### src/rtl/sdram_pkg.sv
// rtl/sdram_pkg.sv - shared state enumeration, default timing constants and width helper for the SDRAM arbiter
package sdram_pkg;

   typedef enum logic [2:0] {
      ST_WAIT_INIT,
      ST_ARBIT,
      ST_AREF,
      ST_WRITE,
      ST_READ
   } arb_state_t;

   localparam int REF_CYCLES_DEF = 750;
   localparam int TIMEOUT_DEF    = 1024;

   // Bits needed to hold 0..n-1, never less than one bit.
   function automatic int cnt_width(input int n);
      return (n > 1) ? $clog2(n) : 1;
   endfunction

endpackage

### src/rtl/sdram_arbiter_if.sv
// rtl/sdram_arbiter_if.sv - client request/grant and engine start/done bundle for the SDRAM arbiter
interface sdram_arbiter_if #(
   parameter int NUM_CH = 2
) ();

   logic [NUM_CH-1:0] ch_req;
   logic [NUM_CH-1:0] ch_we;
   logic [NUM_CH-1:0] ch_gnt;
   logic              wr_en;
   logic              rd_en;
   logic              aref_en;
   logic              eng_done;
   logic              aref_done;

   modport master (
      output ch_req, ch_we, eng_done, aref_done,
      input  ch_gnt, wr_en, rd_en, aref_en
   );

   modport slave (
      input  ch_req, ch_we, eng_done, aref_done,
      output ch_gnt, wr_en, rd_en, aref_en
   );

endinterface

### src/rtl/sdram_arbiter_rr_pick.sv
// rtl/sdram_arbiter_rr_pick.sv - combinational round-robin picker: first request after the pointer, wrapping
module rr_pick #(
   parameter int NUM_CH = 2,
   parameter int IW     = 1
) (
   input  logic [NUM_CH-1:0] req,
   input  logic [IW-1:0]     ptr,
   output logic [NUM_CH-1:0] gnt
);

   logic [NUM_CH-1:0] hi;
   logic [NUM_CH-1:0] lo;
   logic              hi_hit;
   logic              lo_hit;

   // Lowest requester above the pointer wins; otherwise lowest at or below it (the wrap).
   always_comb begin
      hi     = '0;
      lo     = '0;
      hi_hit = 1'b0;
      lo_hit = 1'b0;
      for (int i = 0; i < NUM_CH; i++) begin
         if (req[i]) begin
            if (i > int'(ptr)) begin
               if (!hi_hit) begin
                  hi[i]  = 1'b1;
                  hi_hit = 1'b1;
               end
            end else if (!lo_hit) begin
               lo[i]  = 1'b1;
               lo_hit = 1'b1;
            end
         end
      end
      gnt = hi_hit ? hi : lo;
   end

endmodule

### src/rtl/sdram_arbiter.sv
// rtl/sdram_arbiter.sv - SDRAM arbiter top: refresh scheduling plus round-robin bursts; SDRAM_ARB_TIMEOUT_EN adds an engine watchdog
module sdram_arbiter
   import sdram_pkg::*;
#(
   parameter int NUM_CH     = 2,
   parameter int REF_CYCLES = REF_CYCLES_DEF,
   parameter int TIMEOUT    = TIMEOUT_DEF
) (
   input  logic           clk,
   input  logic           rst_n,
   input  logic           init_done,
   sdram_arbiter_if.slave bus,
   output logic           ref_pend,
   output logic           ref_miss,
   output logic           busy
`ifdef SDRAM_ARB_TIMEOUT_EN
   ,
   output logic           eng_timeout
`endif
);

   localparam int IW = cnt_width(NUM_CH);
   localparam int CW = cnt_width(REF_CYCLES);

   if (NUM_CH < 1 || NUM_CH > 8) begin : g_bad_num_ch
      $error("sdram_arbiter: NUM_CH must be 1..8");
   end
   if (REF_CYCLES < 2) begin : g_bad_ref_cycles
      $error("sdram_arbiter: REF_CYCLES must be at least 2");
   end
   if (TIMEOUT < 2) begin : g_bad_timeout
      $error("sdram_arbiter: TIMEOUT must be at least 2");
   end

   arb_state_t        state, state_nxt;
   logic [NUM_CH-1:0] gnt, gnt_nxt, pick;
   logic [IW-1:0]     last, last_nxt, gnt_idx;
   logic [CW-1:0]     ref_cnt;
   logic              wrap;
   logic              tmo;

   rr_pick #(
      .NUM_CH (NUM_CH),
      .IW     (IW)
   ) u_pick (
      .req (bus.ch_req),
      .ptr (last),
      .gnt (pick)
   );

   assign wrap = (state != ST_WAIT_INIT) && (ref_cnt == CW'(REF_CYCLES - 1));

   // Index of the channel currently holding the grant, used to advance the pointer.
   always_comb begin
      gnt_idx = '0;
      for (int i = 0; i < NUM_CH; i++) begin
         if (gnt[i]) gnt_idx = IW'(i);
      end
   end

   // Next state, next grant and pointer; losing init_done overrides everything.
   always_comb begin
      state_nxt = state;
      gnt_nxt   = gnt;
      last_nxt  = last;
      if (!init_done) begin
         state_nxt = ST_WAIT_INIT;
         gnt_nxt   = '0;
         last_nxt  = IW'(NUM_CH - 1);
      end else begin
         case (state)
            ST_WAIT_INIT: state_nxt = ST_ARBIT;
            ST_ARBIT: begin
               if (ref_pend) begin
                  state_nxt = ST_AREF;
               end else if (|bus.ch_req) begin
                  gnt_nxt   = pick;
                  state_nxt = (|(pick & bus.ch_we)) ? ST_WRITE : ST_READ;
               end
            end
            ST_AREF: begin
               if (bus.aref_done || tmo) state_nxt = ST_ARBIT;
            end
            ST_WRITE, ST_READ: begin
               if (bus.eng_done || tmo) begin
                  state_nxt = ST_ARBIT;
                  gnt_nxt   = '0;
                  last_nxt  = gnt_idx;
               end
            end
            default: state_nxt = ST_WAIT_INIT;
         endcase
      end
   end

   // State, grant and round-robin pointer registers.
   always_ff @(posedge clk or negedge rst_n) begin
      if (!rst_n) begin
         state <= ST_WAIT_INIT;
         gnt   <= '0;
         last  <= IW'(NUM_CH - 1);
      end else begin
         state <= state_nxt;
         gnt   <= gnt_nxt;
         last  <= last_nxt;
      end
   end

   // Refresh interval counter with pending/missed flags; a wrap always wins over aref_done.
   always_ff @(posedge clk or negedge rst_n) begin
      if (!rst_n) begin
         ref_cnt  <= '0;
         ref_pend <= 1'b0;
         ref_miss <= 1'b0;
      end else if (!init_done) begin
         ref_cnt  <= '0;
         ref_pend <= 1'b0;
      end else if (state == ST_WAIT_INIT) begin
         ref_cnt  <= '0;
      end else begin
         ref_cnt <= wrap ? '0 : ref_cnt + 1'b1;
         if (wrap) begin
            ref_pend <= 1'b1;
            if (ref_pend) ref_miss <= 1'b1;
         end else if (state == ST_AREF && bus.aref_done) begin
            ref_pend <= 1'b0;
         end
      end
   end

`ifdef SDRAM_ARB_TIMEOUT_EN
   localparam int WW = cnt_width(TIMEOUT);

   logic [WW-1:0] wd;
   logic          active;
   logic          done_hit;

   assign active   = (state == ST_AREF) || (state == ST_WRITE) || (state == ST_READ);
   assign done_hit = ((state == ST_AREF) && bus.aref_done) ||
                     (((state == ST_WRITE) || (state == ST_READ)) && bus.eng_done);
   assign tmo      = active && (wd == WW'(TIMEOUT - 1));

   // Watchdog counts cycles spent in one engine state; expiry without a done pulse is sticky.
   always_ff @(posedge clk or negedge rst_n) begin
      if (!rst_n) begin
         wd          <= '0;
         eng_timeout <= 1'b0;
      end else if (!init_done) begin
         wd          <= '0;
         eng_timeout <= 1'b0;
      end else begin
         wd <= (active && state_nxt == state) ? wd + 1'b1 : '0;
         if (tmo && !done_hit) eng_timeout <= 1'b1;
      end
   end
`else
   assign tmo = 1'b0;
`endif

   assign bus.ch_gnt  = gnt;
   assign bus.wr_en   = (state == ST_WRITE);
   assign bus.rd_en   = (state == ST_READ);
   assign bus.aref_en = (state == ST_AREF);
   assign busy        = (state != ST_ARBIT);

endmodule
### src/flat_wrapper.sv
// flat-port wrapper written by rule: the top's interface ports become plain ports
module sdram_arbiter_flat import sdram_pkg::*;
#(
   parameter int NUM_CH     = 2,
   parameter int REF_CYCLES = REF_CYCLES_DEF,
   parameter int TIMEOUT    = TIMEOUT_DEF
)
  (clk, rst_n, init_done, ref_pend, ref_miss, busy, bus_ch_req, bus_ch_we, bus_eng_done, bus_aref_done, bus_ch_gnt, bus_wr_en, bus_rd_en, bus_aref_en);
  sdram_arbiter_if #(.NUM_CH(NUM_CH)) bus_i ();
  input  logic clk;
  input  logic rst_n;
  input  logic init_done;
  output logic ref_pend;
  output logic ref_miss;
  output logic busy;
  input wire logic [$bits(bus_i.ch_req)-1:0] bus_ch_req;
  input wire logic [$bits(bus_i.ch_we)-1:0] bus_ch_we;
  input wire logic [$bits(bus_i.eng_done)-1:0] bus_eng_done;
  input wire logic [$bits(bus_i.aref_done)-1:0] bus_aref_done;
  output wire logic [$bits(bus_i.ch_gnt)-1:0] bus_ch_gnt;
  output wire logic [$bits(bus_i.wr_en)-1:0] bus_wr_en;
  output wire logic [$bits(bus_i.rd_en)-1:0] bus_rd_en;
  output wire logic [$bits(bus_i.aref_en)-1:0] bus_aref_en;
  assign bus_i.ch_req = bus_ch_req;
  assign bus_i.ch_we = bus_ch_we;
  assign bus_i.eng_done = bus_eng_done;
  assign bus_i.aref_done = bus_aref_done;
  assign bus_ch_gnt = bus_i.ch_gnt;
  assign bus_wr_en = bus_i.wr_en;
  assign bus_rd_en = bus_i.rd_en;
  assign bus_aref_en = bus_i.aref_en;
  sdram_arbiter #(.NUM_CH(NUM_CH), .REF_CYCLES(REF_CYCLES), .TIMEOUT(TIMEOUT)) u_core (.clk(clk), .rst_n(rst_n), .init_done(init_done), .bus(bus_i), .ref_pend(ref_pend), .ref_miss(ref_miss), .busy(busy));
endmodule
### config.mk
export PLATFORM = sky130hd
export DESIGN_NAME = sdram_arbiter_flat
export DESIGN_NICKNAME = d
export VERILOG_FILES = /design/src/rtl/sdram_pkg.sv /design/src/rtl/sdram_arbiter_if.sv /design/src/rtl/sdram_arbiter_rr_pick.sv /design/src/rtl/sdram_arbiter.sv /design/src/flat_wrapper.sv
export SDC_FILE = /design/constraint.sdc
export NUM_CORES = 1
export LEC_CHECK = 0
export BUFFER_PORTS_ARGS = -buffer_cell sky130_fd_sc_hd__buf_4
export CAP_MARGIN = 20
export CORE_ASPECT_RATIO = 0.75
export CORE_MARGIN = 4
export CORE_UTILIZATION = 54
export DETAILED_ROUTE_END_ITERATION = 8
export GPL_ROUTABILITY_DRIVEN = 1
export PLACE_DENSITY_LB_ADDON = 0.3
export SLEW_MARGIN = 20
export SYNTH_ARGS = -nofsm -noshare
export SYNTH_HDL_FRONTEND = slang
export SYNTH_SLANG_ARGS = --single-unit
### constraint.sdc
create_clock -name clk -period 2 [get_ports clk]
set_input_delay 0.4 -clock clk [delete_from_list [all_inputs] [get_ports clk]]
set_output_delay 0.4 -clock clk [all_outputs]
set_load 0.02 [all_outputs]
Word level (Yosys, flattened, before mapping)
Cells that the tools add are included.
{"block": "classes", "n_bitwise": 2, "add_sub_neg": 1, "mux": 30, "reduce_logical": 12, "order_cmp": 1, "n_eq_ne": 16}
{"op": "$mux 10", "count": 3}
{"op": "$mux 3", "count": 6}
{"op": "$mux 1", "count": 14}
{"op": "$pmux 3 s4", "count": 1}
{"op": "$add 10x1->10 const B", "count": 1}
{"op": "$eq 10x10->1 const B", "count": 1}
{"op": "$mux 2", "count": 5}
{"op": "$ne 3x1->1 const B", "count": 3}
{"op": "$ne 3x3->1 const B", "count": 3}
{"op": "$reduce_and 4->1", "count": 2}
{"op": "$eq 3x2->1 const B", "count": 2}
{"op": "$reduce_or 2->1", "count": 3}
{"op": "$ne 2x1->1 const B", "count": 2}
{"op": "$ne 4x2->1 const B", "count": 1}
{"op": "$pmux 2 s2", "count": 1}
{"op": "$reduce_and 2->1", "count": 2}
{"op": "$eq 3x1->1 const B", "count": 1}
{"op": "$eq 3x3->1 const B", "count": 1}
{"op": "$logic_not 3->1", "count": 1}
{"op": "$ne 3x2->1 const B", "count": 1}
{"op": "$reduce_and 3->1", "count": 1}
{"op": "$reduce_bool 3->1", "count": 1}
{"op": "$and 2x2->2", "count": 1}
{"op": "$logic_and 1x1->1", "count": 2}
{"op": "other kinds (3)", "count": 3}
{"block": "totals", "ff_bits": 18, "wordCells": 68}

Logic depth before layout (Yosys ltp)
{"block": "logic_depth", "ltp_word": 12, "mapped_depth": 6, "depth_no_buf": 6}

Modules after synthesis
From an unflattened synthesis, not the netlist that was laid out.
{"block": "unflattened", "cells_unflattened": 99, "area_unflattened_um2": 1006.0}
{"mod": "sdram_arbiter", "area_per_inst_um2": 987.2, "cells_per_inst": 96, "instances": 1}
{"mod": "rr_pick", "area_per_inst_um2": 18.8, "cells_per_inst": 3, "instances": 1}

Least setup slack after synthesis
Ideal clock, no wire load.
{"block": "synth_timing", "path_type": "register to register", "startpoint": "register u_core.state[2]", "endpoint": "register u_core.ref_pend", "path_slack_ps": 572, "t_arrival_ps": 1309, "period_less_slack_ps": 1428, "stages_incl_launch_ff": 6, "path_buffers": 1, "setup_ps": 119, "path_cell_list": "dfrtp_1 > buf_2 > nand2b_1 > nor2_1 > a21boi_1 > o21a_1"}
{"item": "from (decl)", "line_no": "sdram_arbiter.sv:35", "source": "arb_state_t state, state_nxt;"}
{"item": "from (signal assigned)", "line_no": "sdram_arbiter.sv:103", "source": "state <= state_nxt;"}
{"item": "$eq 3x2->1"}
{"item": "via bus_aref_en", "line_no": "flat_wrapper.sv:23", "source": "output wire logic [$bits(bus_i.aref_en)-1:0] bus_aref_en;"}
{"item": "$logic_and 1x1->1", "line_no": "sdram_arbiter.sv:125", "source": "end else if (state == ST_AREF && bus.aref_done) begin"}
{"item": "$ne 3x1->1 (no source line)"}
{"item": "$reduce_and 2->1 (no source line)"}
{"item": "to (signal assigned)", "line_no": "sdram_arbiter.sv:117", "source": "ref_pend <= 1'b0;"}
{"item": "to (signal assigned)", "line_no": "sdram_arbiter.sv:123", "source": "ref_pend <= 1'b1;"}
{"item": "to (signal assigned)", "line_no": "sdram_arbiter.sv:126", "source": "ref_pend <= 1'b0;"}
{"item": "to (decl)", "line_no": "sdram_arbiter.sv:13", "source": "output logic ref_pend,"}
The timed path passes the listed nets, and every way through them passes these cells. The select of a mux whose other input is x is not followed.
A chain may end at the register's enable or synchronous reset.

Worst setup path after layout
{"block": "layout_timing", "startpoint": "register u_core.state[0]", "endpoint": "output port bus_wr_en"}
{"block": "layout_between", "elab_chain_cells": 1}
{"item": "$eq 3x2->1", "line_no": "sdram_arbiter.sv:161", "source": "assign bus.wr_en = (state == ST_WRITE);"}
{"item": "to (decl)", "line_no": "flat_wrapper.sv:21", "source": "output wire logic [$bits(bus_i.wr_en)-1:0] bus_wr_en;"}
Every way passes these cells.

==> impl_metrics.csv <==
group,metric,value,unit
final_layout,diodes,0,
global_routing,grt_util_met3,0.06516,
timing,worst_slack,183.9,ps
detailed_routing,drt-pass1-iter-count,4,
timing,fmax,550.6,MHz
timing,slew_violations,0,
logic_synthesis,avgSynthCellArea,9.709,um^2
cts,cts_made_buffers,3,
cts,cts_max_level,1,
global_routing,overflow,0,
floorplanning,core,0.001757,mm^2
global_routing,grt_pass1_wl,3.739,mm
logic_synthesis,synth_seq_cells,18,
timing,tightest_slew,421.8,ps
timing,finalCriticalPeriod,1816,ps
cts,worstSkewPairLatency,290,ps
worst_setup_path,critPathLaunch,"u_core.state[0]",
floorplanning,rows,13,
worst_setup_path,critical_path.startpoint_type,"flop",
detailed_routing,vias,804,
power,power.density,764.6,mW/mm^2
final_layout,n_fill_cell,153,
worst_hold_path,hp-start,"init_done",
worst_setup_path,crit_path_end_kind,"output port",
detailed_routing,drt-initial-drc-count,19,
detailed_routing,drt-wirelength-per-cell,14.99,um
power,ir_drop,0.5522,mV
worst_setup_path,critPathArrivalTime,1420,ps
global_routing,grt_pass1_vias,783,
floorplanning,num_io_pins,17,
final_layout,mostFrequentLayoutCells,"nor2_1 (19), dfrtp_1 (17), buf_4 (16), nand2_1 (7), xor2_1 (7)",
floorplanning,die_h,45.45,um
place,hpwlAfterDp,1.641,mm
power,power.leakage,0.0005285,uW
timing,setup_viol,0,
final_layout,layout_commonest_cell,"nor2_1",
logic_synthesis,synth.net_count,115,
final_layout,drive_gt1_frac,0.2000,
place,pre_cts_slack,386.0,ps
timing,fin_crit_sh,0.9080,
timing,rsz0062_at_grt,"false",
logic_synthesis,yosysTopAreaCellShare,0.4213,
logic_synthesis,yosysWarningCount,0,
timing,slew_headroom,0.7188,
timing,finalHoldViolCount,0,
detailed_routing,vias_per_cell,5.662,
global_routing,grtUsageMet1,0.2468,
job,maxCapViolCount,0,
worst_setup_path,crit_type,"reg -> out",
worst_setup_path,crit_path_max_fanout,10,
cts,cts_tree,"done",
final_layout,final_util,0.6610,
global_routing,top_usage_layer,"met2",
floorplanning,initial_core_util,0.5748,
logic_synthesis,netlist_area,0.001010,mm^2
cts,root_buffer,"clkbuf_4",
cts,cts.clk_slew.worst_paths,100,ps
worst_setup_path,endpoint,"bus_wr_en",
status,status,"complete, no violations",
global_routing,use_met2,0.3018,
worst_setup_path,cp_data_required_time,1600,ps
final_layout,multi_input_area,510.5,um^2
final_layout,syn_to_final_growth,14.99,%
global_routing,antenna_found_initial,0,
logic_synthesis,synthCells,104,
worst_setup_path,reg2reg_slack,360,ps
cts,ctsLongestPathBuffers,2,
place,routabilityCongestion,0.7837,
floorplanning,die_area,0.002633,mm^2
logic_synthesis,synth_area_leader_cell,"dfrtp_1",
final_layout,fin_nets,132,
logic_synthesis,ys_types,37,
logic_synthesis,synth_area_leaders,"dfrtp_1 (42%), nor2_1 (7.1%), xor2_1 (6.1%)",
cts,cts_sinks,18,
detailed_routing,drt-total-wl,2.128,mm
detailed_routing,drc,0,
worst_hold_path,worstHoldPathType,"in -> reg",
floorplanning,die_w,57.93,um
global_routing,grt_max_degree,19,
worst_setup_path,rr_startpoint,"u_core.ref_cnt[1]",
place,port_buffers,16,
logic_synthesis,synth-seq-area-share,0.4473,
cts,cts_setup_buffers,0,
timing,fin_skew,2.948,ps
global_routing,track_usage,0.1911,
final_layout,regArea,451.7,um^2
timing,tns,0,ps
detailed_routing,ant_nets,0,
worst_setup_path,r2r_end,"u_core.ref_cnt[2]",
worst_hold_path,hold_path_depth,2,
worst_setup_path,reg2reg_depth,6,
## synth_stat cells
master and instances:
nor2_1 19, dfrtp_1 17, nand2_1 7, xor2_1 7, a32o_1 5, nand4_1 5
and2_1 3, inv_1 3, nand2b_1 3, a21boi_1 2, a221oi_1 2, and3_1 2
buf_2 2, ha_1 2, nand3_1 2, nor3_1 2, a21oi_1 1, a22o_1 1
a22oi_2 1, buf_4 1, buf_6 1, clkbuf_1 1, dfstp_2 1, inv_2 1
mux2_1 1, mux2i_1 1, nand4bb_1 1, nor2b_1 1, nor4bb_1 1, o21a_1 1
o21ai_0 1, o21ai_2 1, o21bai_1 1, o31ai_1 1, o32ai_1 1, or4b_4 1
xnor2_1 1
## cell families after synthesis
group	Yosys count	synth area share
and+or+nand+nor	47	0.2379
AOI/OAI and AO/OA	18	0.1524
DFF	18	0.4473
buffers and inverters	9	0.04708
xor gates and xnor gates	8	0.06940
muxes	2	0.02107
adders and majority gates	2	0.02478
## state kept, by name, indices dropped and copies added (netlist names)
signal	count
u_core.ref_miss	1
u_core.last	1
u_core.ref_pend	1
u_core.bus.ch_gnt	2
u_core.state	3
u_core.ref_cnt	10
## worst min path at each step
| stage | end | slack [ps] |
|---|---|---|
| floorplan | u_core.bus.ch_gnt[0] | 100 |
| global placement | u_core.bus.ch_gnt[1] | 280 |
| detailed placement | u_core.bus.ch_gnt[1] | 280 |
| CTS | u_core.last | 320 |
| global route | u_core.last | 340 |
| finish | u_core.last | 330 |
## critical path: stages (launching register included)
cell and delay [ps]:
dfrtp_1 530, nor2b_1 300, and2_1 160, buf_4 130
## cell type report
| class | count | area share |
|---|---|---|
| clock buffer | 4 | 0.02263 |
| sequential | 18 | 0.3890 |
| timing repair buffer | 17 | 0.1121 |
| inverter | 4 | 0.01293 |
| tap | 22 | 0.02371 |
| multi-input combinational | 77 | 0.4397 |
## report_power, final
group | internal [uW] | switching [uW]
registers | 395 | 54.8
clock network | 77.7 | 107
logic | 111 | 142
total | 583 | 304
## through the flow
stage	total power, uW	instance area, um^2	hold slack [ps]	std cells
3_5_place_dp	705.8	1125	280.5	137
2_1_floorplan	621.9	1010	104.4	104
3_3_place_gp	691.3	1125	279.7	137
5_1_grt	944.1	1161	335.4	142
6_report	887.7	1161	331.7	142
4_1_cts	892.1	1161	319.2	142
## layer usage
metal	up-vias	routed length, um
met5	-	0
met4	0	20
met3	4	153
met2	23	961
met1	374	992
li1	403	-
## timing repair
item                                   in CTS  in global routing
resized for setup                           0                  0
hold buffers                                1                  0
endpoints found under the hold margin      17                  0
Power figures use the tool's default switching activity.
